**config.mk**
```make
export PLATFORM = sky130hd
export DESIGN_NAME = jtag_tap_target
export DESIGN_NICKNAME = d
export VERILOG_FILES = /design/src/rtl/jtag_tap_target.sv
export SDC_FILE = /design/constraint.sdc
export NUM_CORES = 1
export LEC_CHECK = 0
export ABC_AREA = 0
export CORE_MARGIN = 3
export CORE_UTILIZATION = 50
export DETAILED_ROUTE_END_ITERATION = 16
export PLACE_DENSITY = 0.79
export REMOVE_ABC_BUFFERS = 1
export SLEW_MARGIN = 5
export SYNTH_ARGS = -nofsm -noshare
export SYNTH_HDL_FRONTEND = slang
export SYNTH_SLANG_ARGS = --single-unit
```
**constraint.sdc**
```tcl
create_clock -name CLK -period 7.6 [get_ports CLK]
set_input_delay 1.9 -clock CLK [delete_from_list [all_inputs] [get_ports CLK]]
set_output_delay 1.9 -clock CLK [all_outputs]
set_load 0.02 [all_outputs]
```
**src/rtl/jtag_tap_target.sv**
```systemverilog
// jtag_tap_target: oversampled JTAG TAP responder with BYPASS, IDCODE and a USER data register.
// TCK/TMS/TDI are synchronized to CLK and all TAP actions occur on detected TCK edges.
module jtag_tap_target #(
    parameter int                IR_LEN      = 4,
    parameter logic [31:0]       IDCODE      = 32'h1BA0_0477,
    parameter logic [IR_LEN-1:0] IDCODE_INST = 4'b1110,
    parameter logic [IR_LEN-1:0] USER_INST   = 4'b1000,
    parameter int                USER_DR_LEN = 64
) (
    input  logic                   CLK,
    input  logic                   RESET,
    input  logic                   TCK,
    input  logic                   TMS,
    input  logic                   TDI,
    output logic                   TDO,
    output logic                   TDO_OE,
    input  logic [USER_DR_LEN-1:0] USER_CAPTURE,
    output logic [USER_DR_LEN-1:0] USER_UPDATE,
    output logic                   USER_UPDATE_STB,
    output logic                   USER_CAPTURE_STB,
    output logic [3:0]             TAP_STATE,
    output logic [IR_LEN-1:0]      IR
);
    localparam int SR_LEN = (USER_DR_LEN > 32) ? USER_DR_LEN : 32;

    typedef enum logic [3:0] {
        RTI    = 4'b0000, SEL_DR = 4'b0001, SH_DR  = 4'b0010, UP_DR  = 4'b0011,
        CAP_DR = 4'b0100, EX1_DR = 4'b0101, PA_DR  = 4'b0110, EX2_DR = 4'b0111,
        TLR    = 4'b1000, SEL_IR = 4'b1001, SH_IR  = 4'b1010, UP_IR  = 4'b1011,
        CAP_IR = 4'b1100, EX1_IR = 4'b1101, PA_IR  = 4'b1110, EX2_IR = 4'b1111
    } state_t;

    state_t                   r_state, w_next;
    logic [2:0]               r_tck_s;
    logic [1:0]               r_tms_s, r_tdi_s;
    logic [IR_LEN-1:0]        r_ir;
    logic [SR_LEN-1:0]        r_sr, w_sr_next, w_msb;
    logic [USER_DR_LEN-1:0]   r_user_upd;
    logic                     r_tdo, r_tdo_oe, r_cap_stb, r_upd_stb;
    logic                     w_tck_rise, w_tck_fall, w_tms, w_tdi;
    logic                     w_sel_id, w_sel_user, w_shifting;
    logic [31:0]              w_len;

    assign w_tck_rise = r_tck_s[1] & ~r_tck_s[2];
    assign w_tck_fall = ~r_tck_s[1] & r_tck_s[2];
    assign w_tms      = r_tms_s[1];
    assign w_tdi      = r_tdi_s[1];
    assign w_sel_id   = r_ir == IDCODE_INST;
    assign w_sel_user = r_ir == USER_INST;
    assign w_shifting = r_state == SH_DR || r_state == SH_IR;
    assign w_len      = (r_state == SH_IR) ? IR_LEN : w_sel_id ? 32'd32 : w_sel_user ? USER_DR_LEN : 32'd1;
    assign w_msb      = SR_LEN'(1) << (w_len - 32'd1);

    // Shift right within the selected length; TDI enters at that length's MSB.
    assign w_sr_next = (r_state == CAP_IR) ? SR_LEN'(2'b01) :
                       (r_state == CAP_DR) ? (w_sel_id ? SR_LEN'(IDCODE) : w_sel_user ? SR_LEN'(USER_CAPTURE) : '0) :
                       w_shifting ? (({1'b0, r_sr[SR_LEN-1:1]} & ~w_msb) | ({SR_LEN{w_tdi}} & w_msb)) : r_sr;

    always_ff @(posedge CLK or posedge RESET) begin
        if (RESET)
            r_state <= TLR;
        else if (w_tck_rise)
            r_state <= w_next;
    end

    always_comb begin
        w_next = r_state;
        case (r_state)
            TLR:            w_next = w_tms ? TLR    : RTI;
            RTI:            w_next = w_tms ? SEL_DR : RTI;
            SEL_DR:         w_next = w_tms ? SEL_IR : CAP_DR;
            SEL_IR:         w_next = w_tms ? TLR    : CAP_IR;
            CAP_DR, SH_DR:  w_next = w_tms ? EX1_DR : SH_DR;
            EX1_DR:         w_next = w_tms ? UP_DR  : PA_DR;
            PA_DR:          w_next = w_tms ? EX2_DR : PA_DR;
            EX2_DR:         w_next = w_tms ? UP_DR  : SH_DR;
            CAP_IR, SH_IR:  w_next = w_tms ? EX1_IR : SH_IR;
            EX1_IR:         w_next = w_tms ? UP_IR  : PA_IR;
            PA_IR:          w_next = w_tms ? EX2_IR : PA_IR;
            EX2_IR:         w_next = w_tms ? UP_IR  : SH_IR;
            UP_DR, UP_IR:   w_next = w_tms ? SEL_DR : RTI;
            default:        w_next = TLR;
        endcase
    end

    always_ff @(posedge CLK or posedge RESET) begin
        if (RESET) begin
            r_tck_s    <= '0;
            r_tms_s    <= '0;
            r_tdi_s    <= '0;
            r_ir       <= IDCODE_INST;
            r_sr       <= '0;
            r_user_upd <= '0;
            r_tdo      <= 1'b0;
            r_tdo_oe   <= 1'b0;
            r_cap_stb  <= 1'b0;
            r_upd_stb  <= 1'b0;
        end else begin
            r_tck_s   <= {r_tck_s[1:0], TCK};
            r_tms_s   <= {r_tms_s[0], TMS};
            r_tdi_s   <= {r_tdi_s[0], TDI};
            r_cap_stb <= w_tck_rise && r_state == CAP_DR && w_sel_user;
            r_upd_stb <= w_tck_rise && r_state == UP_DR && w_sel_user;
            if (w_tck_rise) begin
                r_sr <= w_sr_next;
                // IR is also reset on entry so it is already IDCODE once LOGIC_RESET is reached.
                if (r_state == TLR || w_next == TLR)
                    r_ir <= IDCODE_INST;
                else if (r_state == UP_IR)
                    r_ir <= r_sr[IR_LEN-1:0];
                if (r_state == UP_DR && w_sel_user)
                    r_user_upd <= r_sr[USER_DR_LEN-1:0];
            end
            if (w_tck_fall) begin
                r_tdo_oe <= w_shifting;
                if (w_shifting)
                    r_tdo <= r_sr[0];
            end
        end
    end

    assign TDO              = r_tdo;
    assign TDO_OE           = r_tdo_oe;
    assign USER_UPDATE      = r_user_upd;
    assign USER_UPDATE_STB  = r_upd_stb;
    assign USER_CAPTURE_STB = r_cap_stb;
    assign TAP_STATE        = r_state;
    assign IR               = r_ir;
endmodule

```
==> flow_metrics.py <==
metrics = {
    "detailed_routing": {
        "drc": 0,
        "num_vias": 4753,
        "viasPerCell": 5.69,
        "drtIter0Drc": 506,
        "finalWirelength_um": 15400,
        "first_pass_iters": 5,
        "ant_nets": 0,
        "wire_per_inst_um": 18.5,
    },
    "clock_tree": {
        "cts.clk_slew.worst_paths_ns": 0.06,
        "cts_sinks": 147,
        "clk_latency_ns": 0.41,
        "cts_resized": 0,
        "hold_buffers": 0,
        "h-tree-depth": 4,
        "cts_buffers": 17,
        "cts_tree": "yes",
        "cts_root_buf": "clkbuf_16",
        "post_cts.repair.setup_buffers": 0,
        "clock_path_buffers": 2,
    },
    "placed_design": {
        "gp_congestion": 0.850,
        "portBuffers": 144,
        "place_hpwl_um": 9530,
        "dp.cells": 803,
    },
    "floorplan": {
        "pin_count": 145,
        "die_x_um": 117,
        "core.rowCount": 40,
        "core_area_um2": 12100,
        "die_y_um": 117,
        "start_util": 0.514,
        "die-area_um2": 13800,
    },
    "critical_path": {
        "cp_num_buf_inv": 1,
        "start_kind": "flip-flop",
        "crit_fanout": 18,
        "max_stage_delay_ns": 0.72,
        "required_ns": 5.70,
        "path_delay_family": "buffers and inverters",
        "critPathArrivalTime_ns": 1.82,
        "slowest_stage": "clkdlybuf4s50_1",
        "regToRegSetupSlack_ns": 4.46,
        "r2r_cells": 5,
        "crit_type": "reg2out",
        "path_depth": 1,
        "worstSetupEndpointType": "output pin",
        "crit_path_cell_trace": "clkdlybuf4s50_1",
    },
    "hold_path": {
        "hold_path_depth": 0,
        "hp-class": "reg2reg",
    },
    "synthesis": {
        "synth_top_area_cell": "dfrtp_1",
        "yosysUniqueCellTypes": 40,
        "synth_top_area_frac": 0.577,
        "synth-edff-count": 0,
        "synth_area_leaders": "dfrtp_1, mux2_2, a22oi_1",
        "ys_seq_area_frac": 0.594,
        "synth.avg_cell_area_um2": 11.8,
        "synth_top_flop_cell": "dfrtp_1",
        "synthCells": 527,
        "yosysWarningCount": 0,
        "ys_ff_latch": 147,
        "syn_area_um2": 6200,
        "ys_async_sr_fraction": 1.00,
    },
    "timing": {
        "fin_crit_sh": 0.490,
        "finalMaxSlewViolations": 0,
        "setup_tns_ns": 0,
        "finClkSkew_ns": 0.00890,
        "slew_headroom": 0.137,
        "setup_viol": 0,
        "fmax_mhz": 268,
        "fin_crit_ns": 3.72,
        "rsz0062_at_grt": "no",
        "tightest_slew_ns": 1.29,
        "finalHoldViolCount": 0,
    },
    "power_and_ir_drop": {
        "ir_drop_mv": 0.160,
        "total_power_mw": 2.82,
        "power_density_nw_per_um2": 337,
        "leakagePower_nw": 3.59,
    },
    "layout": {
        "regArea_um2": 3680,
        "final_cell_mix": "clkdlybuf4s50_1, dfrtp_1, nand2_1",
        "layoutNonFillerInstCount": 835,
        "final_util": 0.693,
        "areaGrowthSynthToFinish_pct": 34.9,
        "fill_cells": 860,
        "drive_gt1_frac": 0.174,
        "insertedDiodeCount": 0,
        "multi_input_area_um2": 2310,
        "layout.nets": 723,
        "layout_commonest_cell": "clkdlybuf4s50_1",
    },
    "global_route": {
        "antenna_found_initial": 0,
        "grt_start_max_net_pins": 75,
        "overflow": 0,
        "grt_pass1_vias": 4865,
        "grt_pass1_wl_um": 25200,
        "grt_usage": 0.227,
    },
    "status": {
        "status": "finished clean",
    },
    "flow_run": {
        "max-cap-violations": 0,
    },
}
==> Yosys cell counts (all sizes together), types with 2 or more instances <==
master and count:
dfrtp 143, nand2 77, o21ai 66, mux2 65, a22oi 50, clkbuf 34
o2bb2ai 12, a21oi 9, buf 8, inv 6, nor4b 6, nand2b 5
dfstp 4, mux2i 4, nor2 4, a21o 3, nor4 3, a31oi 2
nor2b 2, nor3 2, o22ai 2, o31ai 2, or4 2, or4b 2
xnor2 2
==> worst paths after layout <==
check	end	from
max	TAP_STATE[0]	TAP_STATE[0]
min	r_tms_s[1]	r_tms_s[0]
max reg2reg	r_sr[6]	TAP_STATE[0]
min reg2reg	r_tms_s[1]	r_tms_s[0]
max in group asynchronous	r_sr[14]	RESET
min in group asynchronous	USER_UPDATE[42]	RESET
==> state kept, by name, summed over array words and instances, names as in the netlist <==
name and flops:
r_tms_s 2, USER_CAPTURE_STB 1, TDO 1, r_tck_s 3, r_tdi_s 2, TAP_STATE 4, USER_UPDATE 64, USER_UPDATE_STB 1
IR 4, TDO_OE 1, r_sr 64
==> metrics by stage <==
stage / hold WS, ns / setup WS [ns] / cell area [um2]
floorplan: 0.331 / 1.76 / 6000
global placement: 0.332 / 3.77 / 7720
detailed placement: 0.339 / 3.74 / 7720
CTS: 0.358 / 3.87 / 8360
global route: 0.363 / 3.78 / 8360
finish: 0.355 / 3.88 / 8360
==> where the power goes <==
part | leakage (nW) | internal (mW) | switching [mW]
Clock | 0.301 | 0.563 | 0.330
Sequential | 1.97 | 0.990 | 0.196
Combinational | 1.33 | 0.333 | 0.406
==> area by class of cell <==
class,count,area share
clock inverters,14,0.0241
inverters,6,0.00329
multi-input cells,332,0.277
clock buffers,18,0.0525
well taps,168,0.0251
flip-flops and latches,147,0.440
repair buffers,150,0.178
==> logic make-up (layout without fill, tap and decap cells) <==
logic type | count (synthesis) | in the layout | synth area share
multiplexers | 69 | 69 | 0.124
buffers and inverters | 48 | 188 | 0.0367
AO/OA/AOI/OAI | 152 | 152 | 0.156
XOR/XNOR | 2 | 2 | 0.00283
flip-flops | 147 | 147 | 0.594
AND/OR/NAND/NOR | 109 | 109 | 0.0858
==> per-layer routing <==
metal / part of all wire / global-route usage
met5: 0 / 0
met4: 0.027 / 0.0982
met3: 0.053 / 0.0535
met2: 0.49 / 0.364
met1: 0.42 / 0.299
No activity file was read; power rests on OpenSTA's default activity.
